File: src/rtl/vga_timing_gen.sv
`default_nettype none
// ============================================================================
//  Module   : vga_timing_gen
//  Brief    : Parametrised VGA-style raster timing generator. Produces a
//             one-clk pixel enable from the system clock, h/v counters, sync,
//             blank and line/frame start markers, all cycle-aligned with the
//             counters they describe.
//  Option   : define VGA_TIMING_FRAME_CNT_EN to add a 16-bit frame counter
//             output (frame_count).
//  Revision : 1.0 - initial release
// ============================================================================
module vga_timing_gen #(
   parameter int CLK_DIV  = 4,
   parameter int H_ACTIVE = 640,
   parameter int H_FP     = 16,
   parameter int H_SYNC   = 96,
   parameter int H_BP     = 48,
   parameter int V_ACTIVE = 480,
   parameter int V_FP     = 10,
   parameter int V_SYNC   = 2,
   parameter int V_BP     = 33,
   parameter int H_POL    = 0,
   parameter int V_POL    = 0,
   parameter int CNT_W    = 11
) (
   input  logic             clk,
   input  logic             rst,
   input  logic             en,
   output logic             pix_ce,
   output logic [CNT_W-1:0] hcounter,
   output logic [CNT_W-1:0] vcounter,
   output logic             hsync,
   output logic             vsync,
   output logic             blank,
   output logic             line_start,
   output logic             frame_start
`ifdef VGA_TIMING_FRAME_CNT_EN
   ,
   output logic [15:0]      frame_count
`endif
);

   localparam int c_h_total = H_ACTIVE + H_FP + H_SYNC + H_BP;
   localparam int c_v_total = V_ACTIVE + V_FP + V_SYNC + V_BP;
   localparam int c_div_w   = (CLK_DIV > 1) ? $clog2(CLK_DIV) : 1;

   localparam logic [c_div_w-1:0] c_div_last = c_div_w'(CLK_DIV - 1);
   localparam logic [CNT_W-1:0]   c_h_last   = CNT_W'(c_h_total - 1);
   localparam logic [CNT_W-1:0]   c_v_last   = CNT_W'(c_v_total - 1);
   localparam logic [CNT_W-1:0]   c_h_act    = CNT_W'(H_ACTIVE);
   localparam logic [CNT_W-1:0]   c_v_act    = CNT_W'(V_ACTIVE);
   localparam logic [CNT_W-1:0]   c_hs_start = CNT_W'(H_ACTIVE + H_FP);
   localparam logic [CNT_W-1:0]   c_hs_end   = CNT_W'(H_ACTIVE + H_FP + H_SYNC);
   localparam logic [CNT_W-1:0]   c_vs_start = CNT_W'(V_ACTIVE + V_FP);
   localparam logic [CNT_W-1:0]   c_vs_end   = CNT_W'(V_ACTIVE + V_FP + V_SYNC);
   localparam logic               c_h_on     = (H_POL != 0);
   localparam logic               c_v_on     = (V_POL != 0);

   // Refuse to elaborate a timing set the counters or divider cannot represent.
   generate
      if ((CLK_DIV < 1) || (H_FP < 1) || (H_SYNC < 1) || (H_BP < 1) ||
          (V_FP < 1) || (V_SYNC < 1) || (V_BP < 1) ||
          (((c_h_total - 1) >> CNT_W) != 0) ||
          (((c_v_total - 1) >> CNT_W) != 0)) begin : g_param_check
         $error("vga_timing_gen: illegal parameter set (CLK_DIV, porch/sync width or CNT_W)");
      end
   endgenerate

   logic [c_div_w-1:0] r_div;
   logic [CNT_W-1:0]   r_hcnt;
   logic [CNT_W-1:0]   r_vcnt;
   logic               r_hsync;
   logic               r_vsync;
   logic               r_blank;
   logic               r_line_start;
   logic               r_frame_start;

   logic               w_pix_ce;
   logic               w_h_wrap;
   logic               w_v_wrap;
   logic [CNT_W-1:0]   w_h_next;
   logic [CNT_W-1:0]   w_v_next;

   // Pixel enable is high for the last divider phase while running; it is
   // kept combinational in en so that CLK_DIV=1 yields pix_ce == en.
   assign w_pix_ce = en & ~rst & (r_div == c_div_last);

   // Next raster position; the line counter only steps on a horizontal wrap.
   always_comb begin
      w_h_wrap = (r_hcnt == c_h_last);
      w_v_wrap = (r_vcnt == c_v_last);
      w_h_next = w_h_wrap ? '0 : r_hcnt + CNT_W'(1);
      w_v_next = r_vcnt;
      if (w_h_wrap) begin
         w_v_next = w_v_wrap ? '0 : r_vcnt + CNT_W'(1);
      end
   end

   // Clock divider: counts enabled clks, restarts from 0 whenever en drops.
   always_ff @(posedge clk or posedge rst) begin
      if (rst) begin
         r_div <= '0;
      end else if (!en || (r_div == c_div_last)) begin
         r_div <= '0;
      end else begin
         r_div <= r_div + c_div_w'(1);
      end
   end

   // Counters and decoded markers advance together, decoded from the next
   // position so every marker lines up with the counter value it describes.
   always_ff @(posedge clk or posedge rst) begin
      if (rst) begin
         r_hcnt        <= '0;
         r_vcnt        <= '0;
         r_hsync       <= ~c_h_on;
         r_vsync       <= ~c_v_on;
         r_blank       <= 1'b0;
         r_line_start  <= 1'b1;
         r_frame_start <= 1'b1;
      end else if (w_pix_ce) begin
         r_hcnt        <= w_h_next;
         r_vcnt        <= w_v_next;
         r_hsync       <= ((w_h_next >= c_hs_start) && (w_h_next < c_hs_end)) ? c_h_on : ~c_h_on;
         r_vsync       <= ((w_v_next >= c_vs_start) && (w_v_next < c_vs_end)) ? c_v_on : ~c_v_on;
         r_blank       <= (w_h_next >= c_h_act) || (w_v_next >= c_v_act);
         r_line_start  <= (w_h_next == '0);
         r_frame_start <= (w_h_next == '0) && (w_v_next == '0);
      end
   end

`ifdef VGA_TIMING_FRAME_CNT_EN
   logic [15:0] r_frame_cnt;

   // Frame counter steps in the pixel period that returns the raster to (0,0).
   always_ff @(posedge clk or posedge rst) begin
      if (rst) begin
         r_frame_cnt <= '0;
      end else if (w_pix_ce && w_h_wrap && w_v_wrap) begin
         r_frame_cnt <= r_frame_cnt + 16'd1;
      end
   end

   assign frame_count = r_frame_cnt;
`endif

   assign pix_ce      = w_pix_ce;
   assign hcounter    = r_hcnt;
   assign vcounter    = r_vcnt;
   assign hsync       = r_hsync;
   assign vsync       = r_vsync;
   assign blank       = r_blank;
   assign line_start  = r_line_start;
   assign frame_start = r_frame_start;

endmodule
`default_nettype wire

File: config.mk
export PLATFORM = sky130hd
export DESIGN_NAME = vga_timing_gen
export DESIGN_NICKNAME = d
export VERILOG_FILES = /design/src/rtl/vga_timing_gen.sv
export SDC_FILE = /design/constraint.sdc
export NUM_CORES = 1
export LEC_CHECK = 0
export BUFFER_PORTS_ARGS = -buffer_cell sky130_fd_sc_hd__buf_2
export CELL_PAD_IN_SITES_DETAIL_PLACEMENT = 1
export CELL_PAD_IN_SITES_GLOBAL_PLACEMENT = 1
export CORE_UTILIZATION = 38
export CTS_CLUSTER_SIZE = 10
export DETAILED_ROUTE_END_ITERATION = 8
export PLACE_DENSITY = 0.72
export REMOVE_ABC_BUFFERS = 1
export SYNTH_ARGS = -nofsm -noshare
export SYNTH_HDL_FRONTEND = slang
export SYNTH_SLANG_ARGS = --single-unit
File: constraint.sdc
create_clock -name clk -period 2.27 [get_ports clk]
set_input_delay 0.1135 -clock clk [delete_from_list [all_inputs] [get_ports clk]]
set_output_delay 0.1135 -clock clk [all_outputs]
set_load 0.005 [all_outputs]
==> results_dict.tcl <==
set metrics [dict create \
    fin_crit_sh_pct 101 \
    startpoint_type "register" \
    die_h_um 75.9 \
    rsz0062_at_grt "yes" \
    gp_congestion 0.845 \
    synthMuxAreaShare_pct 1.03 \
    syn_area_sq_um 2070 \
    synth-main-ff-cell "dfrtp_1" \
    start_util_pct 40.1 \
    fin_worst_skew_ps 10.8 \
    hold_start "en" \
    swShare_pct 27.9 \
    cts.htree.levels 2 \
    io_pins 31 \
    post-route-util_pct 53.3 \
    rrSetupSlack_ps -20 \
    ys_ff_latch 29 \
    rows 26 \
    syn-mean-instance-area_sq_um 8.20 \
    vias 2226 \
    r2r_start "vcounter[5]" \
    dieArea_sq_um 5760 \
    dp_hpwl_um 4900 \
    first_pass_iters 4 \
    worst_setup_path_end_kind "register" \
    fmaxAchievable_mhz 436 \
    synth_compound_area_share_pct 19.0 \
    die_x_um 75.9 \
    path_class "reg -> reg" \
    holdPathStages 2 \
    drive_gt1_share_pct 32.3 \
    drc 0 \
    power_switching_uw 340 \
    seq_power_share_pct 49.1 \
    path_clk_slew_ps 70 \
    cts_tree "done" \
    pre_cts_slack_ps -152 \
    synthArstFlopShare_pct 100 \
    synth-edff-count 0 \
    syn-instance-count 253 \
    ant_nets 0 \
    cp_cell_sequence "or4_4 -> or4_4 -> a2111oi_4 -> or3_1 -> nand4_2 -> o41ai_2" \
    violations "negative setup slack" \
    area_growth_syn_to_layout_pct 32.9 \
    layout_commonest_cell "buf_4" \
    ys.warnings.count 0 \
    synth_fa_ha_area_share_pct 2.41 \
    synth_top_family_by_area "simple AND/OR/NAND/NOR gates" \
    wire_per_inst_um 18.4 \
    p_leak_nw 1.21 \
    clock_latency_ps 300 \
    cp.arrival_ps 2500 \
    clkSinkCount 29 \
    fin_ws_ps -21.1 \
    final_cell_mix "buf_4 (40), nand2_1 (38), buf_2 (30), dfrtp_1 (25), nor2_1 (20)" \
    yosysUniqueCellTypes 53 \
    synth-xor-area-share_pct 8.02 \
    cpMaxStageDelayCell "or4_4" \
    synth_top_area_share_pct 30.2 \
    final_nets 325 \
    fin_crit_ps 2290 \
    whs_ps 92.0 \
    synth-simple-area-share_pct 29.3 \
    cpLargestDelayFamily "simple AND/OR/NAND/NOR gates" \
    antenna_found_initial 0 \
    pwr-share-clk_pct 35.2 \
    intPower_uw 881 \
    synth_top_area_cell "dfrtp_1" \
    maxCapViolCount 0 \
    cp_max_fo 2 \
    n_antenna_cell 0 \
    cts_buffer_depth 2 \
    grtUsageTotal_pct 26.8 \
    grt_pass1_wl_um 11200 \
    hold_class "in -> reg" \
    via_per_inst 5.72 \
    wl_um 7140 \
    grt_max_degree 30 \
    cp_common_cell "or4_4" \
    ir_drop_mv 0.307 \
    path_buf_inv 0 \
    finalHoldViolCount 0 \
    synthTopCellsByArea "dfrtp_1 (30%), nand2_1 (6.9%), xnor2_1 (6.8%)" \
    rr_worst_depth 6 \
    drv_slew 0 \
    p_comb_share_pct 15.7 \
    setup_viol 1 \
    overflow 0 \
    root_buffer "clkbuf_8" \
    worst_pin_slew_ps 645 \
    dp.cells 376 \
    cp_slowest_stage_delay_ps 540 \
    core_sq_um 5170 \
    worstPathRequired_ps 2480 \
    power.density_nw_per_um2 443 \
    slew_headroom_pct 56.7 \
    port_buffers 30 \
    stdcell_count 389 \
    holdPathEnd "r_div[0]" \
    drt_iter0_markers 162 \
    numCtsBuffers 5 \
    ys_seq_area_share_pct 35.2 \
    worstReg2RegEnd "frame_start" \
    status "complete, but fails checks" \
    grt_pass1_vias 2184 \
]
-- through the flow --
step	TNS (ps)	cell area, sq um	total power, mW
3_5_place_dp	-152	2550	0.799
5_1_grt	-148	2760	1.28
3_3_place_gp	-66.4	2550	0.788
6_report	-21.1	2760	1.22
4_1_cts	-2.24	2710	1.23
2_1_floorplan	-9040	2000	0.697
-- cells in the mapped netlist, drive strengths merged, types with 7 or more instances --
| cell type | instances |
|---|---|
| nor3 | 11 |
| xnor2 | 16 |
| a21oi | 8 |
| clkbuf | 11 |
| nand4 | 11 |
| dfrtp | 25 |
| nor2 | 20 |
| nand3 | 13 |
| o21ai | 18 |
| nand2 | 38 |
| inv | 7 |
-- metal layers --
metal | wire length [um] | global-route usage (%)
met1 | 3370 | 37.5
met4 | 77 | 6.17
met2 | 3440 | 42.9
met3 | 260 | 5.03
met5 | 0 | 0
-- worst register-to-register path, cell delays in order, from the launching register on --
cell       delay, ps
dfrtp_1          380
or4_4            540
or4_4            460
a2111oi_4        350
or3_1            180
nand4_2           80
o41ai_2          210
-- power groups by stage --
stage | Sequential (mW) | Clock (mW) | Combinational, mW
6_report | 0.600 | 0.430 | 0.191
5_1_grt | 0.604 | 0.465 | 0.213
4_1_cts | 0.599 | 0.441 | 0.194
3_5_place_dp | 0.608 | 0 | 0.191
3_3_place_gp | 0.605 | 0 | 0.183
2_1_floorplan | 0.620 | 0 | 0.0765
-- sequential cells by signal (all words and copies together), names as in the netlist --
| name | flops |
|---|---|
| hcounter | 11 |
| vcounter | 11 |
| r_div | 2 |
| blank | 1 |
| frame_start | 1 |
| hsync | 1 |
| line_start | 1 |
| vsync | 1 |
-- worst max-delay path by stage --
stage          depth (start not counted)  slack (ps)     endpoint   startpoint
2_1_floorplan                          6        -870  frame_start  hcounter[5]
3_3_place_gp                           6         -70  frame_start  vcounter[5]
3_5_place_dp                           6        -150  frame_start  vcounter[5]
4_1_cts                                6          -2  frame_start  vcounter[5]
5_1_grt                                8        -120  frame_start  vcounter[5]
6_report                               6         -20  frame_start  vcounter[5]
-- cells by family (layout without fill, tap and decap cells) --
kind of cell	count (synthesis)	after routing
compound gates	56	56
xor+xnor	19	19
fa+ha+maj	4	4
buf+inv	24	90
flops	29	29
mux	2	2
simple gates	119	119
-- what timing repair did --
item / 4_1_cts / 5_1_grt
pin swaps: 3 / 2
gates cloned: 1 / 0
endpoints found under the setup margin: 1 / 7
endpoints found under the hold margin: 25 / 0
buffers inserted: 0 / 3
hold buffers: 1 / 0
gates resized for setup: 5 / 4
-- area by class of cell --
class / count / area (sq um)
fill: 628 / 2410
multi-input combinational: 200 / 1290
sequential: 29 / 731
timing repair buffer: 75 / 544
tap: 70 / 87.6
clock buffer: 6 / 72.6
inverter: 7 / 26.3
clock inverter: 2 / 10.0
(Power assumes the default switching activity.)
